<file path="src/rtl/rldramii_dmaster_st_channel_arb.sv">
// -----------------------------------------------------------------------------
// rldramii_dmaster_st_channel_arb
//
// Packet-level round-robin arbiter that merges NUM_IN Avalon-ST byte streams
// onto one registered output stream. Once a requester wins, it keeps the grant
// until its end-of-packet beat is accepted. No other requester can interleave
// beats with the winning packet. The next search then starts at the requester
// after the one that just finished.
//
// Ports
//   clk                 single clock, all state on the rising edge
//   reset_n             synchronous active-low reset
//   port_enable[N]      per-requester enable, looked at only while arbitrating
//   in_valid[N]         per-requester valid
//   in_ready[N]         per-requester ready (combinational)
//   in_data[N*DATA_W]   packed data, requester i at [i*DATA_W +: DATA_W]
//   in_startofpacket[N] per-requester SOP
//   in_endofpacket[N]   per-requester EOP
//   out_valid           registered output valid
//   out_ready           downstream ready
//   out_data            registered output data
//   out_channel         registered index of the granted requester (zero-ext.)
//   out_startofpacket   registered SOP
//   out_endofpacket     registered EOP
//   orphan_err          sticky: a non-SOP beat was discarded while idle
// -----------------------------------------------------------------------------
module rldramii_dmaster_st_channel_arb #(
    parameter int NUM_IN    = 4,
    parameter int DATA_W    = 8,
    parameter int CHANNEL_W = 8
) (
    input  logic                     clk,
    input  logic                     reset_n,
    input  logic [NUM_IN-1:0]        port_enable,
    input  logic [NUM_IN-1:0]        in_valid,
    output logic [NUM_IN-1:0]        in_ready,
    input  logic [NUM_IN*DATA_W-1:0] in_data,
    input  logic [NUM_IN-1:0]        in_startofpacket,
    input  logic [NUM_IN-1:0]        in_endofpacket,
    output logic                     out_valid,
    input  logic                     out_ready,
    output logic [DATA_W-1:0]        out_data,
    output logic [CHANNEL_W-1:0]     out_channel,
    output logic                     out_startofpacket,
    output logic                     out_endofpacket,
    output logic                     orphan_err
);

    localparam int GW = $clog2(NUM_IN);

    typedef enum logic [0:0] {
        ST_IDLE = 1'b0,
        ST_BUSY = 1'b1
    } state_e;

    // Registered state and its next-state values
    state_e               state_q,       state_d;
    logic [GW-1:0]        rr_ptr_q,      rr_ptr_d;
    logic [GW-1:0]        g_q,           g_d;
    logic                 out_valid_q,   out_valid_d;
    logic [DATA_W-1:0]    out_data_q,    out_data_d;
    logic [CHANNEL_W-1:0] out_channel_q, out_channel_d;
    logic                 out_sop_q,     out_sop_d;
    logic                 out_eop_q,     out_eop_d;
    logic                 orphan_err_q,  orphan_err_d;

    // Combinational helpers
    logic [NUM_IN-1:0]    req_s;
    logic [NUM_IN-1:0]    req_rot_s;
    logic                 grant_found_s;
    logic [GW-1:0]        grant_idx_s;
    logic [NUM_IN-1:0]    ready_s;
    logic                 accept_s;
    logic                 g_valid_s;
    logic                 g_sop_s;
    logic                 g_eop_s;
    logic [DATA_W-1:0]    g_data_s;

    // (base + off) mod NUM_IN; both operands are below NUM_IN, so one
    // conditional subtraction is enough even for non power-of-two NUM_IN.
    function automatic logic [GW-1:0] wrap_add(input logic [GW-1:0] base,
                                               input logic [GW:0]   off);
        logic [GW:0] sum;
        sum = {1'b0, base} + off;
        if (sum >= (GW+1)'(NUM_IN)) begin
            sum = sum - (GW+1)'(NUM_IN);
        end else begin
            sum = sum;
        end
        return GW'(sum);
    endfunction

    // Round-robin search: rotate the request vector so rr_ptr sits at bit 0,
    // then take the lowest set bit. The loop runs downward so the lowest
    // set bit is the last one written.
    always_comb begin
        req_s         = in_valid & in_startofpacket & port_enable;
        req_rot_s     = NUM_IN'({req_s, req_s} >> rr_ptr_q);
        grant_found_s = 1'b0;
        grant_idx_s   = {GW{1'b0}};
        for (int k = NUM_IN - 1; k >= 0; k--) begin
            if (req_rot_s[k]) begin
                grant_found_s = 1'b1;
                grant_idx_s   = wrap_add(rr_ptr_q, (GW+1)'(k));
            end else begin
                grant_found_s = grant_found_s;
            end
        end
    end

    // Select the beat currently presented by the granted requester
    always_comb begin
        g_valid_s = 1'b0;
        g_sop_s   = 1'b0;
        g_eop_s   = 1'b0;
        g_data_s  = {DATA_W{1'b0}};
        for (int i = 0; i < NUM_IN; i++) begin
            if (g_q == GW'(i)) begin
                g_valid_s = in_valid[i];
                g_sop_s   = in_startofpacket[i];
                g_eop_s   = in_endofpacket[i];
                g_data_s  = in_data[i*DATA_W +: DATA_W];
            end else begin
                g_valid_s = g_valid_s;
            end
        end
    end

    // Next-state, handshake and output-register load logic
    always_comb begin
        state_d       = state_q;
        rr_ptr_d      = rr_ptr_q;
        g_d           = g_q;
        out_valid_d   = out_valid_q;
        out_data_d    = out_data_q;
        out_channel_d = out_channel_q;
        out_sop_d     = out_sop_q;
        out_eop_d     = out_eop_q;
        orphan_err_d  = orphan_err_q;
        ready_s       = {NUM_IN{1'b0}};
        accept_s      = 1'b0;

        case (state_q)
            ST_IDLE: begin
                // SOP beats are held (ready low) until their grant.
                // Non-SOP beats have no packet to belong to, so they
                // are swallowed and flagged.
                ready_s = in_valid & ~in_startofpacket;
                if (|(in_valid & ~in_startofpacket)) begin
                    orphan_err_d = 1'b1;
                end else begin
                    orphan_err_d = orphan_err_q;
                end
                if (grant_found_s) begin
                    state_d = ST_BUSY;
                    g_d     = grant_idx_s;
                end else begin
                    state_d = ST_IDLE;
                end
                // Let a trailing EOP beat drain downstream
                if (out_ready) begin
                    out_valid_d = 1'b0;
                end else begin
                    out_valid_d = out_valid_q;
                end
            end
            ST_BUSY: begin
                for (int i = 0; i < NUM_IN; i++) begin
                    if (g_q == GW'(i)) begin
                        ready_s[i] = out_ready | ~out_valid_q;
                    end else begin
                        ready_s[i] = 1'b0;
                    end
                end
                accept_s = g_valid_s & (out_ready | ~out_valid_q);
                if (accept_s) begin
                    out_valid_d   = 1'b1;
                    out_data_d    = g_data_s;
                    out_channel_d = CHANNEL_W'(g_q);
                    out_sop_d     = g_sop_s;
                    out_eop_d     = g_eop_s;
                    if (g_eop_s) begin
                        state_d  = ST_IDLE;
                        rr_ptr_d = wrap_add(g_q, (GW+1)'(1));
                    end else begin
                        state_d  = ST_BUSY;
                    end
                end else if (out_ready) begin
                    out_valid_d = 1'b0;
                end else begin
                    out_valid_d = out_valid_q;
                end
            end
            default: begin
                state_d = ST_IDLE;
            end
        endcase
    end

    // State and output registers with synchronous active-low reset
    always_ff @(posedge clk) begin
        if (!reset_n) begin
            state_q       <= ST_IDLE;
            rr_ptr_q      <= {GW{1'b0}};
            g_q           <= {GW{1'b0}};
            out_valid_q   <= 1'b0;
            out_data_q    <= {DATA_W{1'b0}};
            out_channel_q <= {CHANNEL_W{1'b0}};
            out_sop_q     <= 1'b0;
            out_eop_q     <= 1'b0;
            orphan_err_q  <= 1'b0;
        end else begin
            state_q       <= state_d;
            rr_ptr_q      <= rr_ptr_d;
            g_q           <= g_d;
            out_valid_q   <= out_valid_d;
            out_data_q    <= out_data_d;
            out_channel_q <= out_channel_d;
            out_sop_q     <= out_sop_d;
            out_eop_q     <= out_eop_d;
            orphan_err_q  <= orphan_err_d;
        end
    end

    // in_ready is forced low while reset is asserted
    assign in_ready          = ready_s & {NUM_IN{reset_n}};
    assign out_valid         = out_valid_q;
    assign out_data          = out_data_q;
    assign out_channel       = out_channel_q;
    assign out_startofpacket = out_sop_q;
    assign out_endofpacket   = out_eop_q;
    assign orphan_err        = orphan_err_q;

endmodule
</file>
<file path="config.mk">
export PLATFORM = sky130hd
export DESIGN_NAME = rldramii_dmaster_st_channel_arb
export DESIGN_NICKNAME = d
export VERILOG_FILES = /design/src/rtl/rldramii_dmaster_st_channel_arb.sv
export SDC_FILE = /design/constraint.sdc
export NUM_CORES = 1
export LEC_CHECK = 0
export CORE_MARGIN = 2
export CORE_UTILIZATION = 41
export CTS_CLUSTER_SIZE = 25
export DETAILED_ROUTE_END_ITERATION = 10
export GPL_TIMING_DRIVEN = 0
export PLACE_DENSITY = 0.8
export SLEW_MARGIN = 20
export SYNTH_ARGS = -nofsm -noshare
export SYNTH_HDL_FRONTEND = slang
export SYNTH_SLANG_ARGS = --single-unit
</file>
<file path="constraint.sdc">
create_clock -name clk -period 1.9 [get_ports clk]
set_input_delay 0.475 -clock clk [delete_from_list [all_inputs] [get_ports clk]]
set_output_delay 0.475 -clock clk [all_outputs]
set_load 0.05 [all_outputs]
</file>
# After elaboration in Yosys (flattened, before gate mapping)
# Index checks and enable logic that the tools add are counted.
# word_totals
in_bits	51
out_inout_bits	24
ff_bits	19
# op_classes
muxes	41
addsub	9
reduce_logical	6
magnitude_cmp	5
bitwise_logic	9
shifts	1
eq_ne	3
# op_table
cell	n
$mux 8	4
$mux 1	25
$mux 2	9
$and 4x4->4	4
$ge 3x3->1 const B	4
$sub 2x1->2 const B	5
$pmux 4 s2	1
$shr 8x2->4	1
$add 2x1->3 const B	2
$add 2x2->3 const B	2
$reduce_and 2->1	3
$eq 2x2->1 const B	2
$not 4->4	1
$pmux 1 s2	2
$reduce_or 4->1	1
$ge 2x3->1 const B	1
$reduce_and 3->1	1
$eq 2x1->1 const B	1
$logic_not 2->1	1
$not 1->1	2
$and 1x1->1	1
$or 1x1->1	1

# Logic depth before layout (Yosys ltp)
# Gate-level depths: netlist of run 1.
# depth
ltp_word	9
mapped_depth	8
ltp_nobuf	6

# Least setup slack after synthesis of run 1
# No wires, ideal clock.
# synth_path
path_kind	register to output
from	register g_q[0]
to	output in_ready[3]
n_path_buf	2
slack_ps	-465
arrival_ps	1890
required_ps	1425
path_stages_with_launch	6
cell_sequence	dfxtp_1 ha_1 clkbuf_1 buf_2 a21oi_1 nor2_1
# synth_via
elab_chain_len	4
# synth_rtl
element	line	text
start: declaration	59	logic [GW-1:0] g_q, g_d;
start signal: assignment	205	g_q <= {GW{1'b0}};
start signal: assignment	215	g_q <= g_d;
$eq 2x2->1	169	if (g_q == GW'(i)) begin
$mux 1	169	
$pmux 4 s2	143	case (state_q)
$and 4x4->4	226	assign in_ready = ready_s & {NUM_IN{reset_n}};
end: declaration	36	output logic [NUM_IN-1:0] in_ready,
# Every way passes these cells.

# Worst setup path after layout of run 1
# layout_path
from	input in_valid[2]
to	output in_ready[2]
# layout_via
elab_chain_len	3
# layout_rtl
element	line	text
start: declaration	35	input logic [NUM_IN-1:0] in_valid,
$and 4x4->4	148	ready_s = in_valid & ~in_startofpacket;
$pmux 4 s2	143	
$and 4x4->4	226	
# Every way passes these cells.

==> results of run 1 <==
==> layer usage <==
metal,track usage,vias up,part of all wire
li1,-,896,-
met5,0,-,0
met4,0.104,0,0.024
met2,0.468,90,0.52
met3,0.0538,13,0.064
met1,0.295,887,0.39
==> metrics by stage <==
| stage | utilization | area (sq um) | cells | worst slack [ps] | power (W) |
|---|---|---|---|---|---|
| detailed placement | 0.648 | 2340 | 312 | -1210 | 0.00114 |
| global placement | 0.648 | 2340 | 312 | -1180 | 0.00113 |
| CTS | 0.758 | 2730 | 330 | -40.2 | 0.00151 |
| global route | 0.787 | 2840 | 335 | -76.8 | 0.00162 |
| floorplan | - | 1600 | 196 | 8.24 | 0.000895 |
| finish | 0.787 | 2840 | 335 | -39.7 | 0.00155 |
==> final cells by class <==
| class | instances | area, sq um |
|---|---|---|
| Tap cell | 48 | 60.1 |
| Multi-Input combinational cell | 149 | 1230 |
| Sequential cell | 19 | 389 |
| Inverter | 7 | 30.0 |
| Buffer | 18 | 211 |
| Fill cell | 241 | 767 |
| Timing Repair Buffer | 90 | 871 |
| Clock buffer | 4 | 45.0 |
==> where the power goes <==
part / leakage (nW) / internal [W] / switching (W) / total (W)
registers: 0.157 / 0.000432 / 0.0000248 / 0.000457
clock network: 0.0228 / 0.000149 / 0.000135 / 0.000284
logic: 1.09 / 0.000374 / 0.000441 / 0.000814
==> worst min path at each step <==
stage / from / end / slack [ps] / cells past startpoint
2_1_floorplan: rr_ptr_q[0] / rr_ptr_q[0] / 460 / 2
3_5_place_dp: orphan_err / orphan_err / 470 / 2
3_3_place_gp: orphan_err / orphan_err / 460 / 2
4_1_cts: orphan_err / orphan_err / 490 / 2
6_report: orphan_err / orphan_err / 480 / 2
5_1_grt: reset_n / out_endofpacket / 510 / 2
==> logic make-up (layout without fill, tap and decap cells) <==
group | count (synthesis) | after routing
compound gates | 65 | 65
fa+ha+maj | 4 | 4
buf+inv | 28 | 119
flops | 19 | 19
mux | 3 | 3
other cells | 1 | 6
simple gates | 71 | 71
==> registers in the layout, summed over array words and instances (netlist names) <==
signal,cells
out_endofpacket,1
out_data,8
out_startofpacket,1
out_channel,2
state_q,1
orphan_err,1
g_q,2
out_valid,1
rr_ptr_q,2
==> synthesized netlist by cell type, types with 3 or more instances <==
cell       n  area [sq um]
a211oi_2   9           113
a21oi_1   21           105
a311oi_1   9          78.8
a31oi_1   10          62.6
and3_1     3          18.8
buf_2      8          40.0
buf_4      6          45.0
clkbuf_1   5          18.8
dfxtp_1   19           380
ha_1       4          50.1
inv_1      6          22.5
nand2_1   15          56.3
nand2b_1   7          43.8
nand3_1    6          30.0
nand3b_1  10          75.1
nand4_1    3          18.8
nor2_1    12          45.0
nor2b_1    9          56.3
o21ai_0    3          15.0
==> critical path: cells and delay by family <==
family / cells / cell delay, ps
simple gates: 3 / 390
compound gates: 1 / 50
buf+inv: 2 / 540
==> timing repair <==
item	CTS	global route
gates resized for setup	97	27
endpoints found under the hold margin	0	0
buffers inserted	16	6
pin swaps	11	8
setup endpoints to repair	10	28
==> impl_metrics.toml, run 1 <==
[outcome]
outcome = "complete, but fails checks"
violations = "setup timing"

[setup_path]
critPathCapture = "in_ready[2]"
cp.arrival_ps = 1460
crit_chain = "dlygate4sd2_1 > nand2b_4 > nor2_2 > a21oi_4 > nor2_4 > buf_6"
worstSetupPathType = "in -> out"
worstPathRequired_ps = 1420
endpoint_kind = "primary output"
critPathMaxFanout = 5
r2r_start = "g_q[0]"
startpoint_type = "primary input"
cp_slowest_cell = "dlygate4sd2_1"
worst_r2r_endpoint = "rr_ptr_q[1]"
rr_worst_depth = 7
r2r_setup_slack_ps = -10
critPathLaunch = "in_valid[2]"
slowest_delay_ps = 380

[clock_tree]
clk_latency_ps = 260
cts_tree = "done"
cts-root-buf = "clkbuf_8"
htree_levels = 1
ctsHoldBuffers = 0
cts_buffers = 3
clkSlewWorstSetupHoldPaths_ps = 60
cts_sinks = 19
clk_path_buf_depth = 2

[timing]
finalCriticalPeriod_ps = 1940
fin_setup_tns_ps = -101
relSlewSlack = 0.652
worst_slew_pin_slew_ps = 521
hold_violations = 0
drv_slew = 0
finClkSkew_ps = 6.03
setup_ws_ps = -39.7
period_share = 1.02
setup_viol = 5
rsz0062_at_grt = "yes"
max_freq_mhz = 516
fin_hold_ws_ps = 479

[route]
via_count = 1886
drc = 0
avgViaCountPerCell = 5.63
drtIter0Drc = 85
ant_nets = 0
wl_per_cell_microns = 17.1
drtPass1Iterations = 4
drt_wl_total_mm = 5.71

[floorplanning]
dieArea_sq_um = 4220
rows = 22
boundaryPins = 75
start_util = 0.422
die_h_microns = 64.9
die_x_microns = 64.9
core-area_sq_um = 3610

[place]
port_buffers = 68
place.gp.congestion = 0.864
hpwl_mm = 3.59

[synthesis]
seq_area_frac_synth = 0.250
synth_cell_types = 39
synth_edf_count = 0
synth_warnings = 0
synthXorXnorAreaFrac = 0
synthMuxAreaShare = 0.0205
synth.cell_area_sq_um = 1520
synth-simple-area-share = 0.265
synth_top_family_by_area = "compound AO/OA/AOI/OAI gates"
synth_seq_cells = 19
synth_compound_area_frac = 0.329
synth_top_flop_cell = "dfxtp_1"
synth-adder-area-share = 0.0329
syn_area_per_cell_sq_um = 7.97
syn_inst = 191
async_flop_share = 0

[power_and_ir_drop]
powerDensity_nw_per_um2 = 548
power.leakage_nw = 1.27
peakVddDrop_mv = 0.413

[grt]
grt_overflow_total = 0
antenna_found_initial = 0
grt.total_usage = 0.259
grt_max_degree = 18
grt_pass1_vias = 1791
grt_pass1_wl_mm = 8.42

[final_layout]
drive_gt1_frac = 0.352
layout_common_cells = "clkdlybuf4s50_1 (42), buf_4 (28), a21oi_1 (16), dfxtp_1 (16), nand2_1 (14)"
antennaDiodeCount = 0
nets = 343
final_common_cell = "clkdlybuf4s50_1"
area_growth_pct = 86.4

[run]
maxCapViolations = 0

[min_path]
hp-class = "reg -> reg"
Note: power is estimated with default switching activity, not from simulation.
==> run 2: changes to the inputs <==
--- a/constraint.sdc
+++ b/constraint.sdc
@@ -3,2 +3,2 @@
 set_output_delay 0.475 -clock clk [all_outputs]
-set_load 0.05 [all_outputs]
+set_load 0.005 [all_outputs]
==> run 2 against run 1 <==
Net effect:
- the flow now finishes without violations
- die area unchanged
- global-route usage decreased by 2.5 points
- non-clock buffer count decreased by 16
- sequential share of layout area increased by 2.1 points
- first-iteration DRC count increased by 18%
- critical path depth unchanged
- sequential power about the same
- register-to-register slack improved by 130 ps
- power decreased by 16%
- core utilization decreased by 10 points
- cell count decreased by 4.8%
- largest power group unchanged
==> impl_metrics.toml, run 2 (same netlist as run 1, synthesis figures left out) <==
[outcome]
outcome = "finished, final reports clean"

[clock_tree]
cts_tree = "done"
cts_sinks = 19
cts_buffers = 3
clk_latency_ps = 260
clk_path_buf_depth = 2
cts-root-buf = "clkbuf_8"
ctsHoldBuffers = 0
htree_levels = 1
clkSlewWorstSetupHoldPaths_ps = 70

[floorplanning]
dieArea_sq_um = 4220
core-area_sq_um = 3610
rows = 22
die_h_microns = 64.9
die_x_microns = 64.9
boundaryPins = 75
start_util = 0.422

[place]
place_ws_ps = -986
place.gp.congestion = 0.815
place_area_sq_um = 2280
hpwl_mm = 3.45
port_buffers = 68

[timing]
max_freq_mhz = 541
rsz0062_at_grt = "no"
setup_viol = 0
drv_slew = 0
setup_ws_ps = 50.0
finClkSkew_ps = 4.83
finalCriticalPeriod_ps = 1850
hold_violations = 0
period_share = 0.974

[final_layout]
antennaDiodeCount = 0
area_growth_pct = 61.7
layout_common_cells = "clkdlybuf4s50_1 (54), a21oi_1 (17), dfxtp_1 (16), nand2_1 (15), buf_4 (14)"
drive_gt1_frac = 0.240
final_common_cell = "clkdlybuf4s50_1"
nets = 327
largest_reg_flops = 8
final_area_sq_um = 2460

[setup_path]
r2r_start = "g_q[1]"
critPathLaunch = "g_q[1]"
worstSetupPathType = "reg -> out"
critPathMaxFanout = 10
worstPathRequired_ps = 1420
startpoint_type = "flop"
cp.arrival_ps = 1380
endpoint_kind = "primary output"

[min_path]
worstHoldStart = "orphan_err"
hp-class = "reg -> reg"

[grt]
grt.total_usage = 0.234
grt_pass1_wl_mm = 7.81
antenna_found_initial = 0
grt_overflow_total = 0
grt_max_degree = 11
grt_pass1_vias = 1740

[route]
avgViaCountPerCell = 5.38
ant_nets = 0
drt_wl_total_mm = 4.73
drtPass1Iterations = 4
wl_per_cell_microns = 14.8
drtIter0Drc = 100
via_count = 1717
drc = 0

[power_and_ir_drop]
powerDensity_nw_per_um2 = 529
peakVddDrop_mv = 0.635
power.leakage_nw = 0.930

[run]
maxCapViolations = 0
-- run 2: cell types whose count changed in the layout (fill, tap and decap cells not counted), sizes merged --
| cell | change |
|---|---|
| clkbuf | +1 |
| clkdlybuf4s50 | +12 |
| clkinvlp | -1 |
| dlymetal6s2s | -12 |
| buf | -17 |
| inv | +1 |
-- run 2: where the power goes --
part | internal (W) | switching, W
clock network | 0.000149 | 0.000135
registers | 0.000432 | 0.0000269
logic | 0.000305 | 0.000254
total | 0.000886 | 0.000416
-- run 2: critical path, stage by stage, from the launching register on --
cell     delay, ps
dfxtp_4        370
buf_4          150
ha_4           170
buf_4          160
a21oi_2        110
nor2_1          40
buf_2          120
-- run 2: final timing paths --
kind	endpoint	slack (ps)	cells after the start
hold reg to reg	orphan_err	480	2
setup / recovery	in_ready[2]	50	6
setup reg to reg	rr_ptr_q[1]	120	7
hold / removal	orphan_err	480	2
-- run 2: cell type report --
class / count / area, sq um
fillers: 311 / 1140
plain buffers: 18 / 153
multi-input cells: 149 / 1100
inverters: 7 / 31.3
well taps: 48 / 60.1
repair buffers: 74 / 686
clock buffers: 4 / 45.0
flip-flops and latches: 19 / 389
-- run 2: stage by stage --
step           power, W  std cells  utilization  setup TNS, ps  hold slack, ps
2_1_floorplan  0.000744        196            -              0             458
3_3_place_gp   0.000976        312        0.633          -6420             463
3_5_place_dp   0.000981        312        0.633          -6640             475
4_1_cts         0.00130        321        0.688              0             488
5_1_grt         0.00138        319        0.683              0             512
6_report        0.00130        319        0.683              0             482
-- run 2: what timing repair did --
action	in CTS	in global routing
gates resized for setup	71	9
setup endpoints to repair	9	7
pin swaps	5	4
buffers inserted	5	1
gates cloned	0	0
-- run 2: metal layers --
| layer | share of wire | track usage |
|---|---|---|
| met5 | 0 | 0 |
| met2 | 0.51 | 0.441 |
| met3 | 0.058 | 0.0347 |
| met4 | 0.014 | 0.0479 |
| met1 | 0.42 | 0.279 |
